File: src/rtl/branch_update_queue.sv
// branch_update_queue: in-order tracker of predicted branches.
// Resolves arrive by tag, in any order; each retiring entry sends one predictor update.
module branch_update_queue #(
  parameter int LOCAL_WIDTH = 6,
  parameter int DEPTH_WIDTH = 3,
  parameter int DEPTH = 2**DEPTH_WIDTH
) (
  input  logic                   clk_in,
  input  logic                   rst_in,
  input  logic                   alloc_valid,
  input  logic [LOCAL_WIDTH-1:0] alloc_addr,
  input  logic                   alloc_pred,
  output logic                   alloc_ready,
  output logic [DEPTH_WIDTH-1:0] alloc_tag,
  input  logic                   resolve_valid,
  input  logic [DEPTH_WIDTH-1:0] resolve_tag,
  input  logic                   resolve_branch,
  output logic                   transition_signal,
  output logic [LOCAL_WIDTH-1:0] transition_addr,
  output logic                   branch,
  output logic                   mispredict,
  output logic [DEPTH_WIDTH:0]   count
);
  typedef enum logic [1:0] {FREE, PENDING, RESOLVED} state_t;
  state_t                 st     [DEPTH];
  logic [LOCAL_WIDTH-1:0] addr_q [DEPTH];
  logic                   pred_q [DEPTH];
  logic                   act_q  [DEPTH];
  logic [DEPTH_WIDTH-1:0] head, tail;
  logic                   accept, retire, wrong;
  // count never exceeds DEPTH, so its top bit alone marks the queue as full
  assign alloc_ready = ~count[DEPTH_WIDTH];
  assign alloc_tag   = tail;
  assign accept      = alloc_valid && alloc_ready;
  assign retire      = st[head] == RESOLVED;
  assign wrong       = retire && (pred_q[head] != act_q[head]);
  always_ff @(posedge clk_in) begin
    if (rst_in) begin
      for (int i = 0; i < DEPTH; i++) st[i] <= FREE;
      head              <= '0;
      tail              <= '0;
      count             <= '0;
      transition_signal <= 1'b0;
      transition_addr   <= '0;
      branch            <= 1'b0;
      mispredict        <= 1'b0;
    end else begin
      transition_signal <= retire;
      mispredict        <= wrong;
      if (retire) begin
        transition_addr <= addr_q[head];
        branch          <= act_q[head];
      end
      // a wrong retire flushes everything younger, including this edge's alloc/resolve
      if (wrong) begin
        for (int i = 0; i < DEPTH; i++) st[i] <= FREE;
        head  <= '0;
        tail  <= '0;
        count <= '0;
      end else begin
        if (retire) begin
          st[head] <= FREE;
          head     <= head + DEPTH_WIDTH'(1);
        end
        if (resolve_valid && st[resolve_tag] == PENDING) begin
          st[resolve_tag]    <= RESOLVED;
          act_q[resolve_tag] <= resolve_branch;
        end
        if (accept) begin
          st[tail]     <= PENDING;
          addr_q[tail] <= alloc_addr;
          pred_q[tail] <= alloc_pred;
          tail         <= tail + DEPTH_WIDTH'(1);
        end
        count <= count + (DEPTH_WIDTH+1)'(accept) - (DEPTH_WIDTH+1)'(retire);
      end
    end
  end
endmodule
File: config.mk
export PLATFORM = sky130hd
export DESIGN_NAME = branch_update_queue
export DESIGN_NICKNAME = d
export VERILOG_FILES = /design/src/rtl/branch_update_queue.sv
export SDC_FILE = /design/constraint.sdc
export NUM_CORES = 1
export LEC_CHECK = 0
export CORE_MARGIN = 4
export CORE_UTILIZATION = 30
export CTS_BUF_LIST = sky130_fd_sc_hd__clkbuf_8
export DETAILED_ROUTE_END_ITERATION = 10
export DONT_BUFFER_PORTS = 1
export PLACE_DENSITY = 0.45
export SYNTH_ARGS = -nofsm -noshare
export SYNTH_HDL_FRONTEND = slang
export SYNTH_SLANG_ARGS = --single-unit
File: constraint.sdc
create_clock -name clk_in -period 4.55 [get_ports clk_in]
set_input_delay 0.6825 -clock clk_in [delete_from_list [all_inputs] [get_ports clk_in]]
set_output_delay 0.6825 -clock clk_in [all_outputs]
set_load 0.1 [all_outputs]
==> results of run 1 <==
## cells in the mapped netlist (2+ instances only)
| library cell | count |
|---|---|
| o211ai_1 | 6 |
| or3b_2 | 3 |
| a32oi_1 | 4 |
| nand4_1 | 2 |
| o22ai_1 | 4 |
| nand2b_1 | 3 |
| o32a_1 | 4 |
| o21a_1 | 4 |
| mux2i_4 | 2 |
| nand2_1 | 17 |
| o21ai_0 | 6 |
| buf_6 | 2 |
| o31a_1 | 4 |
| nor2_1 | 35 |
| inv_1 | 18 |
| nor2b_1 | 13 |
| mux2i_1 | 2 |
| a22o_1 | 12 |
| nor3_1 | 13 |
| mux2_2 | 2 |
| a311oi_1 | 6 |
| o41ai_2 | 4 |
| a211oi_2 | 8 |
| nand3_1 | 4 |
| o21ai_1 | 3 |
| edfxtp_1 | 64 |
| a21oi_1 | 6 |
| xor2_1 | 4 |
| a221oi_1 | 12 |
| mux4_1 | 6 |
| dfxtp_1 | 38 |
| buf_2 | 5 |
| clkbuf_1 | 13 |
| ha_1 | 6 |
| xnor2_1 | 4 |
| nor3b_1 | 7 |
## power breakdown
part	switching [mW]	internal [mW]	leakage, nW
logic	0.165	0.0683	0.698
clock network	0.329	0.274	0.106
registers	0.0755	1.02	0.885
total	0.570	1.36	1.69
## sequential cells by signal, indices dropped and copies added, names as in the netlist, named ones only
register           flops
act_q                  8
branch                 1
mispredict             1
alloc_tag              3
st                    16
transition_signal      1
count                  4
transition_addr        6
addr_q                48
pred_q                 8
head                   3
## critical path: stages, from the launching register on
cell and delay (ps):
dfxtp_1 560, mux4_1 670, mux2i_4 490, inv_2 70, ha_1 280, inv_1 50
ha_1 150, inv_1 60, fa_1 370, xor2_1 140, nor2_1 50
## cells by family (layout without fill, tap and decap cells)
kind of cell               after synthesis  count (layout)  synth area share [%]
AOI/OAI and AO/OA                       88              88                  16.6
xor gates and xnor gates                 8               8                  1.54
adders and majority gates                7               7                  2.09
buffers and inverters                   39              47                  3.68
DFF                                    102             102                  58.9
muxes                                   13              13                  5.88
and+or+nand+nor                        103             103                  11.3
## path summary, 6_finish.rpt
| path | start | to | slack [ps] | cells after the start |
|---|---|---|---|---|
| max | flop | count[2]$_SDFF_PP0_ | 1520 | 10 |
| min reg2reg | st[2][0]$_SDFFE_PP1P_ | st[2][0]$_SDFFE_PP1P_ | 510 | 2 |
| max reg2reg | flop | count[2]$_SDFF_PP0_ | 1520 | 10 |
| min | rst_in | transition_addr[2]$_SDFFE_PP0N_ | 390 | 1 |
## metal layers
metal / vias up / share of wire, % / global-route usage [%] / wire length (um)
li1: 1396 / - / - / -
met1: 1441 / 45 / 17.2 / 5120
met2: 85 / 47 / 21.7 / 5410
met3: 14 / 6.5 / 5.16 / 745
met4: 0 / 1.4 / 4.08 / 156
met5: - / 0 / 0 / 0
## layout by cell type (no fill, tap or decap), types with 8 or more instances in the layout
master and count:
nand2_1 17, a211oi_2 8, dfxtp_1 38, nor2_1 35, a22o_1 12, nor3_1 13
buf_4 12, clkbuf_8 10, inv_1 19, nor2b_1 13, a221oi_1 12, edfxtp_1 64
## area by class of cell
type | count | area, um2
Fill cell | 1410 | 9690
Clock buffer | 10 | 138
Multi-Input combinational cell | 219 | 1720
Sequential cell | 102 | 2680
Clock inverter | 6 | 70.1
Timing Repair Buffer | 12 | 90.1
Inverter | 19 | 71.3
Tap cell | 184 | 230
==> results.md, run 1 <==
* Global-route wire length before repair at 17.7 mm
* Routed vias at 2936
* Routed WL at 11.4 mm
* Post-synthesis sequential area ratio at 58.9%
* Hold Crit Class: in -> reg
* # H-tree levels at 3
* Post-synthesis instance area at 4560 um2
* Fin area at 5000 um2
* Total die area at 17200 um2
* Clock tree buffer depth at 2
* CTS tree: done
* Wire per inst at 20.7 um
* Fmax at 0.330 GHz
* DP Wirelength at 7.94 mm
* Placed cells at 536
* Sink Count at 102
* Root Driver: clkbuf_8
* Share of layout cells above drive strength 1 at 13.9%
* Leakage at 1.69 nW
* CTS Buf Count at 9
* Largest net degree at the start of global routing at 37
* Core Area at 14700 um2
* Ports at 32
* Worst Clk Skew at 10.1 ps
* Area grow syn2layout at 9.86%
* Starting DRT DRC Count at 156
* Main synth FF type: edfxtp_1
* Setup TNS at 0 ps
* Synth Warn # at 0
* Final min period at 3030 ps
* Final hold viol count at 0
* Initial core utilization at 31.0%
* Vias in the first global route at 2926
* Number of setup buffers added after CTS at 0
* First-pass DRT Iterations at 4
* Diode count at 0
* Final net count at 385
* Number of synthesized flops with an enable pin at 64
* DR vias/cell at 5.32
* Post-cts sizing count at 0
* Placement Cell Area at 4800 um2
* Post-synth top area share at 42.2%
* Unrepaired setup endpoints after global routing: no
* Worst slack, placed at 1510 ps
* Maximum vdd drop at 0.228 mV
* Hold_buf cts at 0
* Final Util at 34.0%
* Max Cap Viol at 0
* Post-route ant nets at 0
* Outcome: finished clean
* Congestion Overflow GR at 0
* Fin. max-slew vios at 0
* Worst rel slew slack at 28.7%
* PortBufs at 0
* Tcrit/Tclk final at 66.7%
* Mapped Nets at 382
* Gpl congestion at 0.772
* Crit Path Class: reg -> reg
* Slew @ Worst Pin at 1070 ps
* Rows at 44
* Crit path max fanout at 17
* Worst setup SP type: flop
* Mean Syn Cell Area at 12.7 um2
* Mapped Cells at 360
* Hold slack final at 388 ps
* Clk Latency, worst-skew pair at 380 ps
* Yosys cell types at 50
* GR Util All Layers at 13.6%
* Pwr dens at 385 nW/um2
* Arrival time worst endpoint at 3280 ps
* Critical Path Sink Type: flop
* Die Width at 131 um
* Remaining DRCs at 0
* Total power at 1.93 mW
* Fin worst setup slack at 1520 ps
* Area leader, netlist: edfxtp_1
* Final setup fails at 0
* Non-filler instance count after layout at 552
* #FFs+latches synth at 102
* Top post-synthesis cells by area: edfxtp_1 42%, dfxtp_1 17%, mux4_1 3.5%
* Worst-path clk slew at 100 ps
* Die height at 131 um
* FFs w/ async S/R, synth at 0%
* Antenna violations before repair at 0
* WP data required at 4800 ps
(Power assumes the default switching activity.)
==> run 2, diff against run 1 <==
--- a/config.mk
+++ b/config.mk
@@ -10,7 +10,7 @@
 export CTS_BUF_LIST = sky130_fd_sc_hd__clkbuf_8
 export DETAILED_ROUTE_END_ITERATION = 10
 export DONT_BUFFER_PORTS = 1
-export PLACE_DENSITY = 0.45
+export PLACE_DENSITY = 0.46
 export SYNTH_ARGS = -nofsm -noshare
 export SYNTH_HDL_FRONTEND = slang
 export SYNTH_SLANG_ARGS = --single-unit
==> constraint.sdc (replaced) <==
create_clock -name clk_in -period 2.7 [get_ports clk_in]
set_input_delay 0.405 -clock clk_in [delete_from_list [all_inputs] [get_ports clk_in]]
set_output_delay 0.405 -clock clk_in [all_outputs]
set_load 0.1 [all_outputs]
==> results.md, run 2 (synthesis gave the netlist of run 1 again) <==
* Congestion Overflow GR at 0
* Tcrit/Tclk final at 88.2%
* Commonest non-fill, non-tap cell in the layout: edfxtp_1
* Clk Latency, worst-skew pair at 390 ps
* Critical path's slowest cell: fa_2
* DP Wirelength at 8.52 mm
* Setup TNS at 0 ps
* Antenna violations before repair at 0
* Sink Count at 102
* First-pass DRT Iterations at 4
* Fin. max-slew vios at 0
* CTS tree: done
* CTS Buf Count at 9
* Largest Register: addr_q
* WP buf/inv at 3
* Routed vias at 3064
* Starting DRT DRC Count at 158
* Reg-to-reg startpoint: st[7][0]$_SDFFE_PP1P_
* Vias in the first global route at 3116
* Wire per inst at 20.4 um
* Final min period at 2380 ps
* Worst Clk Skew at 21.9 ps
* Max Cap Viol at 0
* Final hold viol count at 0
* Fin area at 5210 um2
* Post-cts sizing count at 0
* Post-route ant nets at 0
* Global-route wire length before repair at 18.8 mm
* Placement Cell Area at 5030 um2
* Remaining DRCs at 0
* Crit path cell chain: nor2b_1 -> mux4_2 -> mux2i_4 -> inv_4 -> ha_4 -> inv_1 -> ha_2 -> inv_2 -> fa_2 -> nor2_1
* Unrepaired setup endpoints after global routing: no
* Rows at 44
* Root Driver: clkbuf_8
* Final-layout fill cell count at 1443
* Area grow syn2layout at 14.4%
* Hold path start: rst_in
* Non-filler instance count after layout at 581
* Hold Path Stages at 1
* Clock tree buffer depth at 2
* Initial core utilization at 31.0%
* Arrival time worst endpoint at 2650 ps
* Crit Path Class: reg -> reg
* Hold_buf cts at 0
* Worst reg2reg path depth at 10
* Die height at 131 um
* Core Area at 14700 um2
* Hold Crit Class: in -> reg
* CP top delay family: adder cells
* Largest register FFs at 48
* Gpl congestion at 0.765
* Routed WL at 11.9 mm
* GR Util All Layers at 14.1%
* Critical Path Sink Type: flop
* Share of layout cells above drive strength 1 at 21.4%
* Final setup fails at 0
* CP Depth at 10
* Commonest non-fill, non-tap cells in the layout: 64 x edfxtp_1, 40 x buf_4, 37 x dfxtp_1
* Reg-to-reg slack, setup at 320 ps
* Diode count at 0
* Fmax at 0.420 GHz
* Critical path launch point: st[7][0]$_SDFFE_PP1P_
* Die Width at 131 um
* Crit path max fanout at 4
* Largest net degree at the start of global routing at 26
* DR vias/cell at 5.27
* Final net count at 414
* Leakage at 1.80 nW
* # H-tree levels at 3
* Crit path largest cell delay at 500 ps
* Maximum vdd drop at 0.427 mV
* Worst setup SP type: flop
* Critical path destination: count[1]$_SDFF_PP0_
* Worst-path clk slew at 120 ps
* PortBufs at 0
* Number of setup buffers added after CTS at 0
* Ports at 32
* Placed cells at 565
* Final Util at 35.5%
* Slew @ Worst Pin at 985 ps
* Largest regs: addr_q (48), st (16)
* Reg-to-reg critical path endpoint: count[1]$_SDFF_PP0_
* Total die area at 17200 um2
* Worst rel slew slack at 34.3%
* Outcome: finished clean
* Pwr dens at 615 nW/um2
* WP data required at 2970 ps
run 2: layout make-up:
class	instances	area (um2)	share of cell area (%)
Sequential cell	102	2680	51.5
Tap cell	184	230	4.42
Inverter	19	73.8	1.42
Clock buffer	9	124	2.38
Timing Repair Buffer	41	320	6.14
Multi-Input combinational cell	219	1720	33.1
Clock inverter	7	57.6	1.10
run 2: worst min path at each step:
stage / to / slack (ps)
2_1_floorplan: st[3][0]$_SDFFE_PP1P_ / 460
3_3_place_gp: transition_addr[2]$_SDFFE_PP0N_ / 490
3_5_place_dp: branch$_SDFFE_PP0N_ / 490
4_1_cts: transition_addr[1]$_SDFFE_PP0N_ / 60
5_1_grt: transition_addr[1]$_SDFFE_PP0N_ / 40
6_report: transition_addr[1]$_SDFFE_PP0N_ / 80
run 2: per-stage QoR:
stage,hold WS (ps),setup WS [ps],power [mW]
after global routing,42.7,177,3.35
after floorplan,461,11.0,2.20
after CTS,57.7,267,3.24
after detailed placement,487,276,2.33
after global placement,487,321,2.32
final,80.2,317,3.21
run 2: report_power, final:
part,switching [mW],leakage (nW),internal [mW]
Combinational,0.379,0.823,0.159
Sequential,0.0363,0.885,1.71
Clock,0.570,0.0935,0.349
Total,0.986,1.80,2.22
run 2: metal layers:
metal | track usage, % | part of all wire (%) | vias to the layer above
met3 | 4.85 | 6.6 | 13
met1 | 17.9 | 44 | 1513
li1 | - | - | 1448
met4 | 3.56 | 1.3 | 0
met5 | 0 | 0 | -
met2 | 23.4 | 48 | 90
==> run 3, diff against run 2 <==
--- a/config.mk
+++ b/config.mk
@@ -10,6 +10,7 @@
 export CTS_BUF_LIST = sky130_fd_sc_hd__clkbuf_8
 export DETAILED_ROUTE_END_ITERATION = 10
 export DONT_BUFFER_PORTS = 1
+export GPL_ROUTABILITY_DRIVEN = 0
 export PLACE_DENSITY = 0.46
 export SYNTH_ARGS = -nofsm -noshare
 export SYNTH_HDL_FRONTEND = slang
==> results of run 3 <==
Same layout as run 2: the final DEF is identical, and so are final timing and power.
